**src/rtl/ysyx_24120013_ifu_pkg.sv**
```systemverilog
// Shared types and constants for the instruction fetch unit.
package ysyx_24120013_ifu_pkg;

    localparam int unsigned IFU_ADDR_WIDTH = 32;
    localparam int unsigned IFU_DATA_WIDTH = 32;
    localparam logic [31:0] IFU_RESET_PC   = 32'h8000_0000;
    localparam int unsigned IFU_PC_INC     = 4;

    typedef enum logic [1:0] {
        ST_REQ  = 2'd0,
        ST_WAIT = 2'd1,
        ST_HOLD = 2'd2
    } ifu_state_e;

endpackage

```
**src/rtl/ysyx_24120013_ifu_if.sv**
```systemverilog
// Memory request/response, decode handoff and redirect signals of the fetch unit.
interface ysyx_24120013_ifu_if
    import ysyx_24120013_ifu_pkg::*;
#(
    parameter int unsigned ADDR_WIDTH = IFU_ADDR_WIDTH,
    parameter int unsigned DATA_WIDTH = IFU_DATA_WIDTH
);

    logic                  mem_req_valid;
    logic                  mem_req_ready;
    logic [ADDR_WIDTH-1:0] mem_req_addr;
    logic                  mem_rsp_valid;
    logic [DATA_WIDTH-1:0] mem_rsp_data;
    logic                  mem_rsp_err;
    logic                  inst_valid;
    logic                  inst_ready;
    logic [DATA_WIDTH-1:0] inst;
    logic [ADDR_WIDTH-1:0] inst_pc;
    logic                  fetch_err;
    logic                  redirect_valid;
    logic [ADDR_WIDTH-1:0] redirect_pc;

    // Fetch unit side
    modport ifu (
        output mem_req_valid, mem_req_addr,
        input  mem_req_ready,
        input  mem_rsp_valid, mem_rsp_data, mem_rsp_err,
        output inst_valid, inst, inst_pc, fetch_err,
        input  inst_ready,
        input  redirect_valid, redirect_pc
    );

    // Memory, decode and execute side
    modport env (
        input  mem_req_valid, mem_req_addr,
        output mem_req_ready,
        output mem_rsp_valid, mem_rsp_data, mem_rsp_err,
        input  inst_valid, inst, inst_pc, fetch_err,
        output inst_ready,
        output redirect_valid, redirect_pc
    );

endinterface

```
**src/rtl/ysyx_24120013_pc_reg.sv**
```systemverilog
// PC register: redirect (word-aligned) beats sequential increment beats hold.
module ysyx_24120013_pc_reg
    import ysyx_24120013_ifu_pkg::*;
#(
    parameter int unsigned           ADDR_WIDTH = IFU_ADDR_WIDTH,
    parameter logic [ADDR_WIDTH-1:0] RESET_PC   = ADDR_WIDTH'(IFU_RESET_PC)
) (
    input  logic                  clk,
    input  logic                  rst,
    input  logic                  i_redirect,
    input  logic [ADDR_WIDTH-1:0] i_redirect_pc,
    input  logic                  i_inc,
    output logic [ADDR_WIDTH-1:0] o_pc
);

    localparam logic [ADDR_WIDTH-1:0] ALIGN_MASK = ~ADDR_WIDTH'(3);

    logic [ADDR_WIDTH-1:0] r_pc;
    logic [ADDR_WIDTH-1:0] w_pc_nxt;

    // Next-PC select; increment wraps modulo 2^ADDR_WIDTH
    always_comb begin
        w_pc_nxt = r_pc;
        if (i_redirect) begin
            w_pc_nxt = i_redirect_pc & ALIGN_MASK;
        end else if (i_inc) begin
            w_pc_nxt = r_pc + ADDR_WIDTH'(IFU_PC_INC);
        end
    end

    // PC state
    always_ff @(posedge clk or negedge rst) begin
        if (!rst) begin
            r_pc <= RESET_PC;
        end else begin
            r_pc <= w_pc_nxt;
        end
    end

    assign o_pc = r_pc;

endmodule

```
**src/rtl/ysyx_24120013_ifu.sv**
```systemverilog
// Instruction fetch unit: one memory read per instruction, held for decode, redirect-aware.
module ysyx_24120013_ifu
    import ysyx_24120013_ifu_pkg::*;
#(
    parameter int unsigned           ADDR_WIDTH = IFU_ADDR_WIDTH,
    parameter int unsigned           DATA_WIDTH = IFU_DATA_WIDTH,
    parameter logic [ADDR_WIDTH-1:0] RESET_PC   = ADDR_WIDTH'(IFU_RESET_PC)
) (
    input  logic                 clk,
    input  logic                 rst,
    ysyx_24120013_ifu_if.ifu     ifu_bus
);

    ifu_state_e            r_state;
    ifu_state_e            w_state_nxt;
    logic                  r_kill;
    logic                  w_kill_nxt;
    logic                  r_run;
    logic                  w_req_fire;
    logic                  w_latch;
    logic                  w_pc_inc;
    logic [ADDR_WIDTH-1:0] w_pc;
    logic [DATA_WIDTH-1:0] r_inst;
    logic [ADDR_WIDTH-1:0] r_inst_pc;
    logic                  r_fetch_err;

    ysyx_24120013_pc_reg #(
        .ADDR_WIDTH (ADDR_WIDTH),
        .RESET_PC   (RESET_PC)
    ) u_pc_reg (
        .clk           (clk),
        .rst           (rst),
        .i_redirect    (ifu_bus.redirect_valid),
        .i_redirect_pc (ifu_bus.redirect_pc),
        .i_inc         (w_pc_inc),
        .o_pc          (w_pc)
    );

    // r_run keeps the request off during reset and the first edge after it
    assign w_req_fire = r_run && (r_state == ST_REQ) && ifu_bus.mem_req_ready;

    // State, kill flag and run flag registers
    always_ff @(posedge clk or negedge rst) begin
        if (!rst) begin
            r_state <= ST_REQ;
            r_kill  <= 1'b0;
            r_run   <= 1'b0;
        end else begin
            r_state <= w_state_nxt;
            r_kill  <= w_kill_nxt;
            r_run   <= 1'b1;
        end
    end

    // Next-state: kill marks the one in-flight response to be dropped
    always_comb begin
        w_state_nxt = r_state;
        w_kill_nxt  = r_kill;
        w_latch     = 1'b0;
        w_pc_inc    = 1'b0;
        case (r_state)
            ST_REQ: begin
                if (w_req_fire) begin
                    w_state_nxt = ST_WAIT;
                    if (ifu_bus.redirect_valid) begin
                        w_kill_nxt = 1'b1;
                    end
                end
            end
            ST_WAIT: begin
                if (ifu_bus.mem_rsp_valid) begin
                    w_kill_nxt = 1'b0;
                    if (r_kill || ifu_bus.redirect_valid) begin
                        w_state_nxt = ST_REQ;
                    end else begin
                        w_latch     = 1'b1;
                        w_state_nxt = ST_HOLD;
                    end
                end else if (ifu_bus.redirect_valid) begin
                    w_kill_nxt = 1'b1;
                end
            end
            ST_HOLD: begin
                if (ifu_bus.redirect_valid) begin
                    w_state_nxt = ST_REQ;
                end else if (ifu_bus.inst_ready) begin
                    w_pc_inc    = 1'b1;
                    w_state_nxt = ST_REQ;
                end
            end
            default: begin
                w_state_nxt = ST_REQ;
                w_kill_nxt  = 1'b0;
            end
        endcase
    end

    // Held instruction, captured only from a live response
    always_ff @(posedge clk or negedge rst) begin
        if (!rst) begin
            r_inst      <= '0;
            r_inst_pc   <= '0;
            r_fetch_err <= 1'b0;
        end else if (w_latch) begin
            r_inst      <= ifu_bus.mem_rsp_data;
            r_inst_pc   <= w_pc;
            r_fetch_err <= ifu_bus.mem_rsp_err;
        end
    end

    // Outputs decoded from registered state only
    always_comb begin
        ifu_bus.mem_req_valid = r_run && (r_state == ST_REQ);
        ifu_bus.mem_req_addr  = w_pc;
        ifu_bus.inst_valid    = (r_state == ST_HOLD);
        ifu_bus.inst          = r_inst;
        ifu_bus.inst_pc       = r_inst_pc;
        ifu_bus.fetch_err     = r_fetch_err;
    end

    // Response outside WAIT is a memory protocol violation; it is ignored
    always_ff @(posedge clk) begin
        if (rst && ifu_bus.mem_rsp_valid) begin
            assert (r_state == ST_WAIT)
            else $warning("ifu: mem_rsp_valid outside WAIT ignored");
        end
    end

endmodule

```
**src/flat_wrapper.sv**
```systemverilog
// flat-port wrapper written by rule: the top's interface ports become plain ports
module ysyx_24120013_ifu_flat import ysyx_24120013_ifu_pkg::*;
#(
    parameter int unsigned           ADDR_WIDTH = IFU_ADDR_WIDTH,
    parameter int unsigned           DATA_WIDTH = IFU_DATA_WIDTH,
    parameter logic [ADDR_WIDTH-1:0] RESET_PC   = ADDR_WIDTH'(IFU_RESET_PC)
)
  (clk, rst, ifu_bus_mem_req_valid, ifu_bus_mem_req_addr, ifu_bus_mem_req_ready, ifu_bus_mem_rsp_valid, ifu_bus_mem_rsp_data, ifu_bus_mem_rsp_err, ifu_bus_inst_valid, ifu_bus_inst, ifu_bus_inst_pc, ifu_bus_fetch_err, ifu_bus_inst_ready, ifu_bus_redirect_valid, ifu_bus_redirect_pc);
  ysyx_24120013_ifu_if #(.ADDR_WIDTH(ADDR_WIDTH), .DATA_WIDTH(DATA_WIDTH)) ifu_bus_i ();
  input  logic clk;
  input  logic rst;
  output wire logic [$bits(ifu_bus_i.mem_req_valid)-1:0] ifu_bus_mem_req_valid;
  output wire logic [$bits(ifu_bus_i.mem_req_addr)-1:0] ifu_bus_mem_req_addr;
  input wire logic [$bits(ifu_bus_i.mem_req_ready)-1:0] ifu_bus_mem_req_ready;
  input wire logic [$bits(ifu_bus_i.mem_rsp_valid)-1:0] ifu_bus_mem_rsp_valid;
  input wire logic [$bits(ifu_bus_i.mem_rsp_data)-1:0] ifu_bus_mem_rsp_data;
  input wire logic [$bits(ifu_bus_i.mem_rsp_err)-1:0] ifu_bus_mem_rsp_err;
  output wire logic [$bits(ifu_bus_i.inst_valid)-1:0] ifu_bus_inst_valid;
  output wire logic [$bits(ifu_bus_i.inst)-1:0] ifu_bus_inst;
  output wire logic [$bits(ifu_bus_i.inst_pc)-1:0] ifu_bus_inst_pc;
  output wire logic [$bits(ifu_bus_i.fetch_err)-1:0] ifu_bus_fetch_err;
  input wire logic [$bits(ifu_bus_i.inst_ready)-1:0] ifu_bus_inst_ready;
  input wire logic [$bits(ifu_bus_i.redirect_valid)-1:0] ifu_bus_redirect_valid;
  input wire logic [$bits(ifu_bus_i.redirect_pc)-1:0] ifu_bus_redirect_pc;
  assign ifu_bus_mem_req_valid = ifu_bus_i.mem_req_valid;
  assign ifu_bus_mem_req_addr = ifu_bus_i.mem_req_addr;
  assign ifu_bus_i.mem_req_ready = ifu_bus_mem_req_ready;
  assign ifu_bus_i.mem_rsp_valid = ifu_bus_mem_rsp_valid;
  assign ifu_bus_i.mem_rsp_data = ifu_bus_mem_rsp_data;
  assign ifu_bus_i.mem_rsp_err = ifu_bus_mem_rsp_err;
  assign ifu_bus_inst_valid = ifu_bus_i.inst_valid;
  assign ifu_bus_inst = ifu_bus_i.inst;
  assign ifu_bus_inst_pc = ifu_bus_i.inst_pc;
  assign ifu_bus_fetch_err = ifu_bus_i.fetch_err;
  assign ifu_bus_i.inst_ready = ifu_bus_inst_ready;
  assign ifu_bus_i.redirect_valid = ifu_bus_redirect_valid;
  assign ifu_bus_i.redirect_pc = ifu_bus_redirect_pc;
  ysyx_24120013_ifu #(.ADDR_WIDTH(ADDR_WIDTH), .DATA_WIDTH(DATA_WIDTH), .RESET_PC(RESET_PC)) u_core (.clk(clk), .rst(rst), .ifu_bus(ifu_bus_i));
endmodule
```
**config.mk**
```make
export PLATFORM = sky130hd
export DESIGN_NAME = ysyx_24120013_ifu_flat
export DESIGN_NICKNAME = d
export VERILOG_FILES = /design/src/rtl/ysyx_24120013_ifu_pkg.sv /design/src/rtl/ysyx_24120013_ifu_if.sv /design/src/rtl/ysyx_24120013_pc_reg.sv /design/src/rtl/ysyx_24120013_ifu.sv /design/src/flat_wrapper.sv
export SDC_FILE = /design/constraint.sdc
export NUM_CORES = 1
export LEC_CHECK = 0
export ABC_AREA = 1
export CAP_MARGIN = 20
export CORE_ASPECT_RATIO = 1.1
export CORE_MARGIN = 5
export CORE_UTILIZATION = 65
export CTS_CLUSTER_DIAMETER = 40
export DETAILED_ROUTE_END_ITERATION = 12
export DONT_BUFFER_PORTS = 1
export GPL_ROUTABILITY_DRIVEN = 0
export PLACE_DENSITY_LB_ADDON = 0.3
export SYNTH_ARGS = -nofsm -noshare
export SYNTH_HDL_FRONTEND = slang
export SYNTH_SLANG_ARGS = --single-unit
```
**constraint.sdc**
```tcl
create_clock -name clk -period 3.2 [get_ports clk]
set_clock_uncertainty 0.2 [all_clocks]
set_input_delay 0.64 -clock clk [delete_from_list [all_inputs] [get_ports clk]]
set_output_delay 0.64 -clock clk [all_outputs]
set_load 0.01 [all_outputs]
```
==> Word level (Yosys, flattened, before mapping) <==
Index checks and enable logic that the tools add are counted.
{ "word_totals": {"output_inout_bits": 99, "reg_bits": 101, "input_bits": 71} }
{ "classes": {"addsub": 1, "n_eq_ne": 5, "reduce_logical": 7, "bitwise": 1, "mux": 18} }
{ "op_table": {"columns": ["cell", "n"], "rows": [
  ["32-bit two-way mux", 2],
  ["32-bit by 3-bit adder with 32-bit output (second input constant)", 1],
  ["2-bit two-way mux", 5],
  ["1-bit two-way mux", 9],
  ["2-bit case mux with 3 select lines", 1],
  ["3-bit by 1-bit != test with 1-bit output (second input constant)", 1],
  ["1-bit case mux with 3 select lines", 1],
  ["3-bit AND reduction", 1],
  ["2-bit by 1-bit equality test with 1-bit output (second input constant)", 1],
  ["2-bit equality test (second input constant)", 1],
  ["1-bit logical AND", 2],
  ["2-bit zero test", 1],
  ["2-bit by 1-bit != test with 1-bit output (second input constant)", 1],
  ["2-bit != test (second input constant)", 1],
  ["2-bit AND reduction", 1],
  ["2-bit nonzero test", 1],
  ["1-bit logical OR", 1],
  ["1-bit NOT", 1]
]} }

==> Depth between registers and ports, before layout <==
{ "logic_depth": {"ltp_word": 5, "depth_mapped": 10} }

==> Hierarchy <==
A second synthesis with hierarchy kept.
{ "unflattened": {"cells_unflattened": 630, "hier_area_um2": 5059.9} }
{ "modules_own_cells": {"columns": ["module", "area_each_um2", "seq_area_each_um2", "cells_each", "n_inst"], "rows": [
  ["ysyx_24120013_ifu", 2920.3, 1726.7, 319, 1],
  ["ysyx_24120013_pc_reg", 2139.6, 752.0, 311, 1]
]} }

==> Least setup slack after synthesis <==
OpenSTA, ideal clock, no wires.
{ "synth_path": {"path_type": "input-to-reg", "from": "input port ifu_bus_redirect_valid", "to": "register u_core.r_fetch_err (netlist: u_core.ifu_bus.fetch_err)", "setup_slack_ns": 1.340, "stages": 6, "t_arrival_ns": 1.534, "path_buffers": 3, "required_ns": 2.875, "path_cell_list": "buf_6 -> nor2_4 -> nand4_2 -> buf_6 -> buf_6 -> mux2_4"} }
{ "synth_between": {"elab_chain_len": 4} }
{ "synth_lines": {"columns": ["item", "line_no", "rtl"], "rows": [
  ["from (decl)", "flat_wrapper.sv:23", "input wire logic [$bits(ifu_bus_i.redirect_valid)-1:0] ifu_bus_redirect_valid;"],
  ["1-bit logical OR", "ysyx_24120013_ifu.sv:73", "if (r_kill || ifu_bus.redirect_valid) begin"],
  ["1-bit two-way mux", "ysyx_24120013_ifu.sv:73", null],
  ["1-bit two-way mux", "ysyx_24120013_ifu.sv:71", "if (ifu_bus.mem_rsp_valid) begin"],
  ["1-bit two-way mux", "ysyx_24120013_ifu.sv:61", "case (r_state)"],
  ["to (signal assigned)", "ysyx_24120013_ifu.sv:107", "r_fetch_err <= ifu_bus.mem_rsp_err;"],
  ["to (decl)", "ysyx_24120013_ifu.sv:25", "logic r_fetch_err;"]
]} }
No other way between the ends.
A chain may end at the register's enable or synchronous reset.

==> Worst setup path in the final report <==
{ "layout_path": {"from": "register u_core.r_state[1]", "to": "register u_core.u_pc_reg.r_pc[16] (netlist: u_core.u_pc_reg.o_pc[16])"} }
{ "layout_between": {"elab_chain_len": 3} }
{ "layout_lines": {"columns": ["item", "line_no", "rtl"], "rows": [
  ["from (decl)", "ysyx_24120013_ifu.sv:14", "ifu_state_e r_state;"],
  ["from (signal assigned)", "ysyx_24120013_ifu.sv:49", "r_state <= w_state_nxt;"],
  ["2-bit equality test", null, null],
  ["via ifu_bus_inst_valid", "flat_wrapper.sv:18", "output wire logic [$bits(ifu_bus_i.inst_valid)-1:0] ifu_bus_inst_valid;"],
  ["1-bit two-way mux", "ysyx_24120013_ifu.sv:61", null],
  ["2-bit nonzero test (no source line)", null, null],
  ["to (signal assigned)", "ysyx_24120013_pc_reg.sv:36", "r_pc <= w_pc_nxt;"],
  ["to (decl)", "ysyx_24120013_pc_reg.sv:18", "logic [ADDR_WIDTH-1:0] r_pc;"]
]} }
The timed path passes the listed nets, and every way through them passes these cells.

==> impl_results.md <==
* Clk slew on worst S/H paths at roughly 90 ps
* Avg WL per Cell at ~18 microns
* Clock power frac at 0.213
* HPWL reported at the end of detailed placement at 8.87 mm
* Seq/Total Area, Yosys at 0.493
* Number of flops mapped to enable cells by yosys at 0
* Leakage power at 2.56 nW
* Crit path DAT at 2310 ps
* Rel. slew slack at 0.572
* WS Path Type: reg2reg
* Root buffer cell: clkbuf_8
* Final core occ at 0.703
* HP Class: in2reg
* First-pass GRT wire length at 19.3 mm
* Layout cells sized above 1 at 0.115
* Via count at 3863
* Largest net degree at the start of global routing at between 90 and 100
* Yosys reg bits at 97
* Final ANT Viol Nets at 0
* Fin crit share at 0.701
* Die H at 101 microns
* Peak VDD IR at approximately 0.43 mV
* Post-synth top area share at 0.487
* Clock latency on the worst-skew pair at 370 ps
* Slew @ Worst Pin at about 640 ps
* DIE WIDTH at around 93 microns
* Gate power share at 0.234
* Fin Hold WS at 148 ps
* Via count of the first global-routing pass at 3900
* CP endpoint kind: flip-flop
* Ys flop type: dfrtp_1
* Residual DRC at 0
* Setup WS post-layout at about 960 ps
* Post-synth ARST share at 1.00
* Maximum clock insertion buffer count at 2
* Max_cap viols at 0
* P&R area growth vs syn at 5.89%
* CTS H-Tree Depth at 3
* Initial antenna violation count at 0
* Switching pwr at 1.55 mW
* Startpoint types: flip-flop
* Int Pwr at approximately 2.7 mW
* Final setup viols at 0
* Sequential Power Share at 0.553
* Status: finished clean
* GRT Residual Overflow at 0
* CTS buffer count at 9
* Final min period at approximately 2200 ps
* Setup tns final at 0 ps
* Worst slack at placement at approximately 1000 ps
* Mapped Area at 4930 sq um
* Number of I/O pins at 170
* Synth top cells by count: 174 x nand2_1, 96 x dfrtp_1, 84 x nor2_1
* Max Fanout on Critical Path at 21
* Area of the die at approximately 9400 sq um
* Fillers at ~570
* Initial Utilization at 0.663
* Syn Area/Cell at 8.43 sq um
* GRT Total Usage at 0.263
* Synth cell types at 31
* CTS Hold Buffers Added at 2
* # diodes at 0
* PwrDens at slightly above 800 nW/um^2
* Critical path data required time at 3270 ps
* Cells after Synth at approximately 600
* Core area at 7430 sq um
* Most frequent cell after synthesis: nand2_1
* Final Cell Area at 5220 sq um
* Row count at 33
* Final hold violations at 0
* RSZ-0062 raised after global routing: false
* Net count, final at 652
* 1st-iter DRT viols at 292
* Dpl cell area at 4960 sq um
* First-pass DRT Iterations at 5
* Setup bufs post-CTS at 0
* Slew Limit Fails at 0
* PortBufs at 0
* Sw frac at 0.366
* Top post-synthesis cells by area: dfrtp_1 49%, nand2_1 13%, mux2_4 10%, nor2_1 6.4%, o21ai_0 5.8%
* Via density at 5.75
* Yosys warns at 0
* Synth area leader: dfrtp_1
* TritonCTS clock tree: done
* Fmax at roughly 450 MHz
* Clock sink count at 97
* Number of gates resized after CTS at 0
* Final wirelength at ~12 mm
stage by stage:
| step | total power [mW] | cells |
|---|---|---|
| 3_5_place_dp | 3.34 | 654 |
| 4_1_cts | 4.27 | 672 |
| 3_3_place_gp | 3.27 | 654 |
| 6_report | 4.24 | 672 |
| 5_1_grt | 4.49 | 672 |
| 2_1_floorplan | 3.05 | 588 |
critical path: stages, from the launching register on:
cell and delay, ps:
dfrtp_1 390, inv_1 160, nor2_2 100, a21oi_2 540
inv_2 310, o21ai_0 200, nand2_1 90, nand2_1 90
inv_1 50
state kept, by name, indices dropped and copies added, names as in the netlist:
register and flops:
u_core.u_pc_reg.o_pc 30, u_core.ifu_bus.inst 32, u_core.ifu_bus.fetch_err 1, u_core.ifu_bus.inst_pc 30, u_core.r_run 1, u_core.r_kill 1, u_core.r_state 2
placed cells by master, fill, tap and decap left out, drive strengths merged:
master,Yosys,layout
nand2,174,174
dfrtp,96,96
nor2,89,89
o21ai,57,57
inv,44,46
mux2,35,35
nand3,31,31
a21oi,11,11
clkbuf,10,11
buf,17,7
conb,2,5
and2,3,3
nor3,2,2
o22ai,2,2
a22oi,2,2
a31oi,2,2
bufinv,0,2
nand4,1,1
clkinv,1,1
or2,1,1
xor2,1,1
o31ai,1,1
a32o,1,1
ha,1,1
clkinvlp,0,1
dlygate4sd3,0,1
dfstp,1,1
logic make-up (layout without fill, tap and decap cells):
| logic type | count (synthesis) | after routing | synth area share |
|---|---|---|---|
| AOI/OAI and AO/OA | 76 | 76 | 0.0815 |
| xor gates and xnor gates | 1 | 1 | 0.00178 |
| adders and majority gates | 1 | 1 | 0.00254 |
| buffers and inverters | 72 | 69 | 0.0693 |
| DFF | 97 | 97 | 0.493 |
| muxes | 35 | 35 | 0.105 |
| other | 2 | 5 | 0.00152 |
| and+or+nand+nor | 301 | 301 | 0.246 |
power by group through the flow:
stage	Sequential, mW	Combinational [mW]	Clock [mW]
after floorplan	2.22	0.839	0
after global placement	2.35	0.919	0
after detailed placement	2.37	0.962	0
after CTS	2.35	1.00	0.922
after global routing	2.41	1.12	0.967
final	2.34	0.992	0.903
final cells by class:
type,instances,area [sq um],area share
Sequential cell,97,2430,0.465
Multi-Input combinational cell,419,2180,0.418
Tap cell,87,109,0.0208
Clock buffer,11,141,0.0271
Timing Repair Buffer,8,108,0.0206
Clock inverter,5,85.1,0.0163
Inverter,45,169,0.0324
metal layers:
layer	vias up	global-route usage	share of wire
met1	1807	0.317	0.38
met3	25	0.0921	0.10
met5	-	0	0
met2	185	0.437	0.50
li1	1846	-	-
met4	0	0.0981	0.019
path summary, 6_finish.rpt:
kind,start,end,slack (ps),cells after the start
setup / recovery,u_core.r_state[1],u_core.u_pc_reg.o_pc[16],960,8
hold / removal,ifu_bus_inst_ready,u_core.r_state[1],150,1
setup reg to reg,u_core.r_state[1],u_core.u_pc_reg.o_pc[16],960,8
hold reg to reg,u_core.u_pc_reg.o_pc[31],u_core.u_pc_reg.o_pc[31],310,2
max in group asynchronous,rst,u_core.u_pc_reg.o_pc[31],1760,2
min in group asynchronous,rst,u_core.ifu_bus.inst[0],650,2
Note: power is estimated with default switching activity, not from simulation.
